--- src/rtl/activation_scheduler_if.sv ---
// Handshake and shared-unit bundle for activation_scheduler.
// slave = the scheduler itself, master = the producer/consumer/shared unit side.
interface activation_scheduler_if #(
  parameter int N_NEURONS = 2,
  parameter int DATA_W    = 8
);
  logic                          in_valid;
  logic                          in_ready;
  logic [N_NEURONS*DATA_W-1:0]   in_z;
  logic [DATA_W-1:0]             fn_z;
  logic [DATA_W-1:0]             fn_a;
  logic                          out_valid;
  logic                          out_ready;
  logic [N_NEURONS*DATA_W-1:0]   out_a;
  logic                          busy;

  modport slave (
    input  in_valid, in_z, fn_a, out_ready,
    output in_ready, fn_z, out_valid, out_a, busy
  );

  modport master (
    output in_valid, in_z, fn_a, out_ready,
    input  in_ready, fn_z, out_valid, out_a, busy
  );
endinterface

--- src/rtl/activation_scheduler.sv ---
// Shares one activation unit across a layer: latch z vector, issue one element per cycle, collect results.
// ACT_SCHED_REG_RETURN_EN: shared unit has a one-cycle registered return; adds a DRAIN state.

module act_sched_lane #(
  parameter int DATA_W = 8
) (
  input  logic              clk,
  input  logic              rst_n,
  input  logic              ld_z,
  input  logic [DATA_W-1:0] z_in,
  input  logic              cap_en,
  input  logic [DATA_W-1:0] a_in,
  output logic [DATA_W-1:0] z_o,
  output logic [DATA_W-1:0] a_o
);
  logic [DATA_W-1:0] z_d, z_q, a_d, a_q;

  always_comb begin
    z_d = z_q;
    a_d = a_q;
    if (ld_z)   z_d = z_in;
    if (cap_en) a_d = a_in;
  end

  always_ff @(posedge clk or negedge rst_n) begin
    if (!rst_n) begin
      z_q <= '0;
      a_q <= '0;
    end else begin
      z_q <= z_d;
      a_q <= a_d;
    end
  end

  assign z_o = z_q;
  assign a_o = a_q;
endmodule

module activation_scheduler #(
  parameter int N_NEURONS = 2,
  parameter int DATA_W    = 8,
  parameter int IDX_W     = 1
) (
  input  logic                   clk,
  input  logic                   rst_n,
  activation_scheduler_if.slave  bus
);
  localparam logic [IDX_W-1:0] LAST = IDX_W'(N_NEURONS - 1);

`ifdef ACT_SCHED_REG_RETURN_EN
  typedef enum logic [1:0] {ST_IDLE, ST_RUN, ST_DRAIN, ST_DONE} state_e;
`else
  typedef enum logic [1:0] {ST_IDLE, ST_RUN, ST_DONE} state_e;
`endif

  state_e                           state_d, state_q;
  logic [IDX_W-1:0]                 issue_d, issue_q;
  logic [IDX_W-1:0]                 cap_d, cap_q;
  logic                             ld_z, cap_fire, run;
  logic                             in_ready, out_valid, busy;
  logic [DATA_W-1:0]                fn_z;
  logic [N_NEURONS-1:0]             cap_en;
  logic [N_NEURONS-1:0][DATA_W-1:0] z_in, z_lane, a_lane;

  assign z_in = bus.in_z;

  always_comb begin
    state_d   = state_q;
    issue_d   = issue_q;
    cap_d     = cap_q;
    ld_z      = 1'b0;
    cap_fire  = 1'b0;
    run       = 1'b0;
    in_ready  = 1'b0;
    out_valid = 1'b0;
    busy      = 1'b0;
    case (state_q)
      ST_IDLE: begin
        in_ready = 1'b1;
        if (bus.in_valid) begin
          ld_z    = 1'b1;
          issue_d = '0;
          cap_d   = '0;
          state_d = ST_RUN;
        end
      end
      ST_RUN: begin
        run  = 1'b1;
        busy = 1'b1;
`ifdef ACT_SCHED_REG_RETURN_EN
        // result of the element issued last cycle is on fn_a now
        cap_fire = (issue_q != '0);
        if (issue_q == LAST) state_d = ST_DRAIN;
`else
        cap_fire = 1'b1;
        if (issue_q == LAST) state_d = ST_DONE;
`endif
        else issue_d = issue_q + 1'b1;
      end
`ifdef ACT_SCHED_REG_RETURN_EN
      ST_DRAIN: begin
        busy     = 1'b1;
        cap_fire = 1'b1;
        state_d  = ST_DONE;
      end
`endif
      ST_DONE: begin
        out_valid = 1'b1;
        if (bus.out_ready) state_d = ST_IDLE;
      end
      default: state_d = ST_IDLE;
    endcase
    if (cap_fire && cap_q != LAST) cap_d = cap_q + 1'b1;
  end

  always_comb begin
    fn_z   = '0;
    cap_en = '0;
    for (int i = 0; i < N_NEURONS; i++) begin
      if (run && issue_q == IDX_W'(i)) fn_z = z_lane[i];
      cap_en[i] = cap_fire && (cap_q == IDX_W'(i));
    end
  end

  always_ff @(posedge clk or negedge rst_n) begin
    if (!rst_n) begin
      state_q <= ST_IDLE;
      issue_q <= '0;
      cap_q   <= '0;
    end else begin
      state_q <= state_d;
      issue_q <= issue_d;
      cap_q   <= cap_d;
    end
  end

  for (genvar g = 0; g < N_NEURONS; g++) begin : g_lane
    act_sched_lane #(.DATA_W(DATA_W)) u_lane (
      .clk    (clk),
      .rst_n  (rst_n),
      .ld_z   (ld_z),
      .z_in   (z_in[g]),
      .cap_en (cap_en[g]),
      .a_in   (bus.fn_a),
      .z_o    (z_lane[g]),
      .a_o    (a_lane[g])
    );
  end

  assign bus.in_ready  = in_ready;
  assign bus.out_valid = out_valid;
  assign bus.busy      = busy;
  assign bus.fn_z      = fn_z;
  assign bus.out_a     = a_lane;
endmodule

--- src/flat_wrapper.sv ---
// flat-port wrapper written by rule: the top's interface ports become plain ports
module activation_scheduler_flat 
#(
  parameter int N_NEURONS = 2,
  parameter int DATA_W    = 8,
  parameter int IDX_W     = 1
)
  (clk, rst_n, bus_in_valid, bus_in_z, bus_fn_a, bus_out_ready, bus_in_ready, bus_fn_z, bus_out_valid, bus_out_a, bus_busy);
  activation_scheduler_if #(.N_NEURONS(N_NEURONS), .DATA_W(DATA_W)) bus_i ();
  input  logic clk;
  input  logic rst_n;
  input wire logic [$bits(bus_i.in_valid)-1:0] bus_in_valid;
  input wire logic [$bits(bus_i.in_z)-1:0] bus_in_z;
  input wire logic [$bits(bus_i.fn_a)-1:0] bus_fn_a;
  input wire logic [$bits(bus_i.out_ready)-1:0] bus_out_ready;
  output wire logic [$bits(bus_i.in_ready)-1:0] bus_in_ready;
  output wire logic [$bits(bus_i.fn_z)-1:0] bus_fn_z;
  output wire logic [$bits(bus_i.out_valid)-1:0] bus_out_valid;
  output wire logic [$bits(bus_i.out_a)-1:0] bus_out_a;
  output wire logic [$bits(bus_i.busy)-1:0] bus_busy;
  assign bus_i.in_valid = bus_in_valid;
  assign bus_i.in_z = bus_in_z;
  assign bus_i.fn_a = bus_fn_a;
  assign bus_i.out_ready = bus_out_ready;
  assign bus_in_ready = bus_i.in_ready;
  assign bus_fn_z = bus_i.fn_z;
  assign bus_out_valid = bus_i.out_valid;
  assign bus_out_a = bus_i.out_a;
  assign bus_busy = bus_i.busy;
  activation_scheduler #(.N_NEURONS(N_NEURONS), .DATA_W(DATA_W), .IDX_W(IDX_W)) u_core (.clk(clk), .rst_n(rst_n), .bus(bus_i));
endmodule
--- config.mk ---
export PLATFORM = sky130hd
export DESIGN_NAME = activation_scheduler_flat
export DESIGN_NICKNAME = d
export VERILOG_FILES = /design/src/rtl/activation_scheduler_if.sv /design/src/rtl/activation_scheduler.sv /design/src/flat_wrapper.sv
export SDC_FILE = /design/constraint.sdc
export NUM_CORES = 1
export LEC_CHECK = 0
export ABC_AREA = 0
export CAP_MARGIN = 20
export CORE_UTILIZATION = 25
export CTS_CLUSTER_DIAMETER = 50
export DETAILED_ROUTE_END_ITERATION = 16
export PLACE_DENSITY = 0.47
export SYNTH_ARGS = -nofsm -noshare
export SYNTH_HDL_FRONTEND = slang
export SYNTH_SLANG_ARGS = --single-unit
--- constraint.sdc ---
create_clock -name clk -period 2.2 [get_ports clk]
set_clock_uncertainty 0.15 [all_clocks]
set_input_delay 0.22 -clock clk [delete_from_list [all_inputs] [get_ports clk]]
set_output_delay 0.22 -clock clk [all_outputs]
set_load 0.005 [all_outputs]
# --- Word-level counts from Yosys, hierarchy flattened ---
# Index checks and enable logic that the tools add are counted.
word_totals:
  word_cells: 43
  regBits: 36
  out_inout_bits: 27
op_classes:
  reduce_logical: 11
  mux: 16
  eq_ne: 5
  n_bitwise: 2
  add_sub_neg: 2
op_table:
  columns: ["cell", "n"]
  rows:
  - ["$mux 8", 2]
  - ["$mux 1", 9]
  - ["$mux 2", 3]
  - ["$pmux 2 s3", 1]
  - ["$reduce_bool 2->1", 3]
  - ["$logic_and 1x1->1", 4]
  - ["$ne 2x2->1 const B", 2]
  - ["$reduce_and 2->1", 2]
  - ["$reduce_and 3->1", 1]
  - ["$add 1x1->1 const B", 2]
  - ["$eq 2x1->1 const B", 1]
  - ["$eq 2x2->1 const B", 1]
  - ["$logic_not 2->1", 1]
  - ["$ne 2x1->1 const B", 1]
  - ["$not 1->1", 2]
  - ["$pmux 1 s2", 1]

# --- Depth between registers and ports, before layout ---
logic_depth:
  ltp_word: 5
  depth_mapped: 4

# --- By module ---
# From an unflattened synthesis, not the netlist that was laid out.
unflattened:
  cells_unflattened: 106
  area_unflattened_um2: 1645.3
by_module_without_submodules:
  columns: ["module", "instances", "area_each_um2", "seq_area_each_um2", "cells_per_inst"]
  rows:
  - ["act_sched_lane", 2, 663.1, 400.4, 34]
  - ["activation_scheduler", 1, 319.1, 100.1, 38]

# --- Worst setup path before layout ---
# No wires, ideal clock.
synth_path:
  path_kind: "flip-flop to flip-flop"
  startpoint: "reg u_core.state_q[0]"
  endpoint: "reg u_core.g_lane[0].u_lane.z_q[0]"
  t_arrival_ps: 1318
  required_time_ps: 1925
  stages_incl_launch_ff: 5
  setup_time_ps: 125
  slack_ps: 607
  synth_period_minus_slack_ps: 1593
  path_buffers: 2
  cell_sequence: "dfrtp_1 -> buf_6 -> nor3b_4 -> buf_12 -> mux2_4"
synth_between:
  elab_chain_len: 2
synth_lines:
  columns: ["element", "line", "text"]
  rows:
  - ["start: declaration", "activation_scheduler.sv:56", "state_e state_d, state_q;"]
  - ["start signal: assignment", "activation_scheduler.sv:131", "state_q <= state_d;"]
  - ["$logic_not 2->1", "activation_scheduler.sv:77", "case (state_q)"]
  - ["$mux 1", "activation_scheduler.sv:77", null]
  - ["end signal: assignment", "activation_scheduler.sv:30", "z_q <= z_d;"]
  - ["end: declaration", "activation_scheduler.sv:16", "logic [DATA_W-1:0] z_d, z_q, a_d, a_q;"]
# No other way between the ends.
# A chain may end at the register's enable or synchronous reset.

# --- Worst setup path after layout ---
layout_path:
  startpoint: "reg u_core.state_q[1]"
  endpoint: "out bus_fn_z[0]"
layout_between:
  elab_chain_len: 5
layout_lines:
  columns: ["element", "line", "text"]
  rows:
  - ["$eq 2x1->1 *", "activation_scheduler.sv:77", null]
  - ["$mux 1 *", "activation_scheduler.sv:77", null]
  - ["$logic_and 1x1->1", "activation_scheduler.sv:120", "if (run && issue_q == IDX_W'(i)) fn_z = z_lane[i];"]
  - ["$mux 8", "activation_scheduler.sv:120", null]
  - ["$mux 8 *", "activation_scheduler.sv:120", null]
  - ["end: declaration", "flat_wrapper.sv:17", "output wire logic [$bits(bus_i.fn_z)-1:0] bus_fn_z;"]
# Mark *: on every way between the ends. The rest lies on a longest branch, timed or not.

==> key figures <==
Detailed routing
  – DRC Markers: 0
  – Routed wire length: 3174 um
  – Vias: 1025
  – DRT iter0 DRCs: 32
  – Wire per inst: 13.17 um
  – Drt pass-1 iters: 4
  – ANT nets after route: 0
  – Vias per cell: 4.253

Placement
  – Placer Congestion: 0.6474
  – Port buffer count: 54
  – Post-DP HPWL: 2299 um

Global route
  – Total track usage: 10.54%
  – Met1 GRT Util: 11.86%
  – Largest net degree at the start of global routing: 37
  – First-pass GRT wire length: 5209 um
  – Top Usage Layer GRT: met2
  – Initial antenna violation count: 0
  – Met2 usage: 18.25%
  – Vias in the first global route: 1164
  – Met3 GRT Util: 4.045%
  – Gr ovfl total: 0

Finish
  – Commonest cells after routing, fill and taps aside: clkdlybuf4s50_1 (53), dfrtp_1 (35), mux2_2 (22)
  – Ant diodes: 0
  – Fill count: 562
  – Area growth, synth to finish: 46.94%
  – Nets: 193
  – Area of the multi-input gates: 608.1 sq um
  – FF/Latch Area: 902.1 sq um
  – Post-layout util: 38.58%
  – Commonest non-fill, non-tap cell in the layout: clkdlybuf4s50_1
  – Layout cells sized above 1: 28.92%

Power and ir drop
  – Share of power burned in registers: 37.2%
  – Static Leakage: 0.9845 nW
  – PwrDens: 1427 nW/um^2
  – Switch Pwr: 940.9 uW
  – Clock share of power: 17.2%
  – Sw Share: 28.53%
  – Internal Power: 2.357 mW
  – VDD IR max: 0.0005170 V
  – Combinational cell fraction of total power: 45.6%

Synth
  – Post-synthesis mux area share: 30.39%
  – Mean Syn Cell Area: 14.98 sq um
  – Synth Area in Adders: 0%
  – Mapped Cells: 105
  – Largest family of logic cells by synthesized area: multiplexers
  – Sequential area share after synthesis: 57.28%
  – Ys Warns: 0
  – Mapped Area: 1573 sq um
  – Compound-Gate Fraction of Synth Area: 1.671%
  – Syn_nets: 133
  – Count of different cell masters after synthesis: 17
  – Simple-gate share of the synthesized area: 6.444%
  – FF+latch count, synth: 36
  – Synthesized-area fraction occupied by xor and xnor cells: 0%

Flow run
  – Max-Cap Viols: 0

Hold path
  – Worst Hold Path Cells: 1
  – Worst hold path type: flip-flop to flip-flop
  – Hold_sp: u_core.g_lane[1].u_lane.a_o[7]$_DFFE_PN0P_
  – Endpoint, Worst Hold: u_core.g_lane[1].u_lane.a_o[7]$_DFFE_PN0P_

Timing
  – Final hold vios: 0
  – Final Cycle Share: 90.98%
  – Final Setup Violations: 0
  – Setup tns final: 0 ns
  – Slew @ Worst Pin: 0.7952 ns
  – Relative slew slack: 46.98%
  – Minimum clock period: 2.002 ns
  – Fin. max-slew vios: 0
  – Fmax: 499.6 MHz
  – RSZ-0062 raised after global routing: false

Worst setup path
  – Critical-path top delay cell: clkdlybuf4s50_1
  – CP required: 1.83 ns
  – Critical path, cell by cell: nand2b_2 -> nor2_1 -> clkdlybuf4s50_1
  – Crit end category: output pin
  – Worst Reg-to-Reg Cells: 3
  – Setup crit start kind: flip-flop
  – Crit Path Class: flip-flop to output pin
  – Worst r2r dst: u_core.g_lane[0].u_lane.a_o[2]$_DFFE_PN0P_
  – CP max FO: 12
  – CP Data Arrival Time: 1.63 ns
  – Worst path max stage delay: 0.52 ns
  – R2r setup slk: 0.55 ns
  – Worst Setup SP: u_core.state_q[1]$_DFFE_PN0P_
  – FF-to-FF Start: u_core.state_q[0]$_DFFE_PN0P_

Clocking
  – Clk sinks: 36
  – CTS tree: built
  – Clk_lat worst skew: 0.28 ns
  – H-tree levels: 2
  – Setup repair bufs after CTS: 0
  – Clock tree buffer depth: 2
  – CTS Buf Count: 5
  – Clock slew at reported path FFs: 0.08 ns
  – Root Driver: clkbuf_8

Floorplan
  – Die area: 6612 sq um
  – Core area: 5991 sq um
  – Die Width: 81.32 um
  – Chip height: 81.32 um
  – Starting Density: 26.25%
  – Row Count: 28
  – I/O pin cnt: 55

Run status
  – Outcome: finished clean
## cell type report
cell class                      count  area share [%]
Multi-Input combinational cell     60           26.31
Tap cell                           75           4.061
Sequential cell                    36           39.04
Clock buffer                        5           2.978
Timing Repair Buffer               58           25.12
Inverter                            4          0.6497
Clock inverter                      3           1.841
## power groups by stage
stage	sequential [mW]	clock, mW	combinational, mW
floorplan	1.17	0	0.875
global placement	1.23	0	1.50
detailed placement	1.24	0	1.53
CTS	1.23	0.600	1.53
global route	1.27	0.629	1.64
finish	1.23	0.568	1.50
## routing by layer
metal | routed length (um) | part of all wire, %
met1 | 1327 | 42
met2 | 1585 | 50
met3 | 250 | 7.9
met4 | 10 | 0.32
met5 | 0 | 0
## state kept, by name, summed over array words and instances (netlist names)
| register | count |
|---|---|
| u_core.g_lane.u_lane.a_o | 16 |
| u_core.g_lane.u_lane.z_o | 16 |
| u_core.cap_q | 1 |
| u_core.issue_q | 1 |
| u_core.state_q | 2 |
## repair_timing
item	4_1_cts	5_1_grt
gates resized for setup	0	2
endpoints found under the setup margin	0	5
hold buffers	1	0
hold endpoints to repair	36	0
## worst max-delay path, delay by kind of cell (launching register included)
| family | cells | cell delay, ns |
|---|---|---|
| buffers and inverters | 1 | 0.52 |
| AND/OR/NAND/NOR | 2 | 0.47 |
| flip-flops | 1 | 0.37 |
## Yosys cell counts, drive strengths merged
cell / number / share of area [%]
inv: 4 / 0.95
buf: 4 / 3.0
dfrtp: 36 / 57
nand3b: 1 / 0.48
nor2b: 2 / 0.80
clkbuf: 1 / 0.24
nor2: 10 / 2.4
nand2b: 1 / 0.40
mux2: 32 / 25
o21ai: 2 / 0.64
mux2i: 8 / 5.1
nor3b: 2 / 2.4
o2bb2ai: 1 / 0.56
a211oi: 1 / 0.48
## logic make-up after synthesis
family | after synthesis
muxes | 40
DFF | 36
and+or+nand+nor | 16
buffers and inverters | 9
AOI/OAI and AO/OA | 4
## stage by stage
| step | hold WS (ns) | cell area (sq um) | cells | power (mW) | worst slack, ns |
|---|---|---|---|---|---|
| after floorplan | -0.2256 | 1573 | 105 | 2.046 | 0.6066 |
| after global placement | 0.1984 | 2186 | 232 | 2.727 | 0.3776 |
| after detailed placement | 0.2096 | 2186 | 232 | 2.767 | 0.3489 |
| after CTS | 0.3607 | 2307 | 241 | 3.363 | 0.02930 |
| after global routing | 0.3788 | 2311 | 241 | 3.540 | 0.1001 |
| final | 0.3576 | 2311 | 241 | 3.298 | 0.1984 |
## worst max path at each step
stage / end / slack, ns / depth (start not counted)
floorplan: u_core.g_lane[0].u_lane.z_o[0]$_DFFE_PN0P_ / 0.61 / 4
global placement: bus_fn_z[1] / 0.38 / 3
detailed placement: bus_fn_z[5] / 0.35 / 3
CTS: bus_fn_z[0] / 0.03 / 3
global route: bus_fn_z[0] / 0.10 / 3
finish: bus_fn_z[0] / 0.20 / 3
No activity file was read; power rests on OpenSTA's default activity.
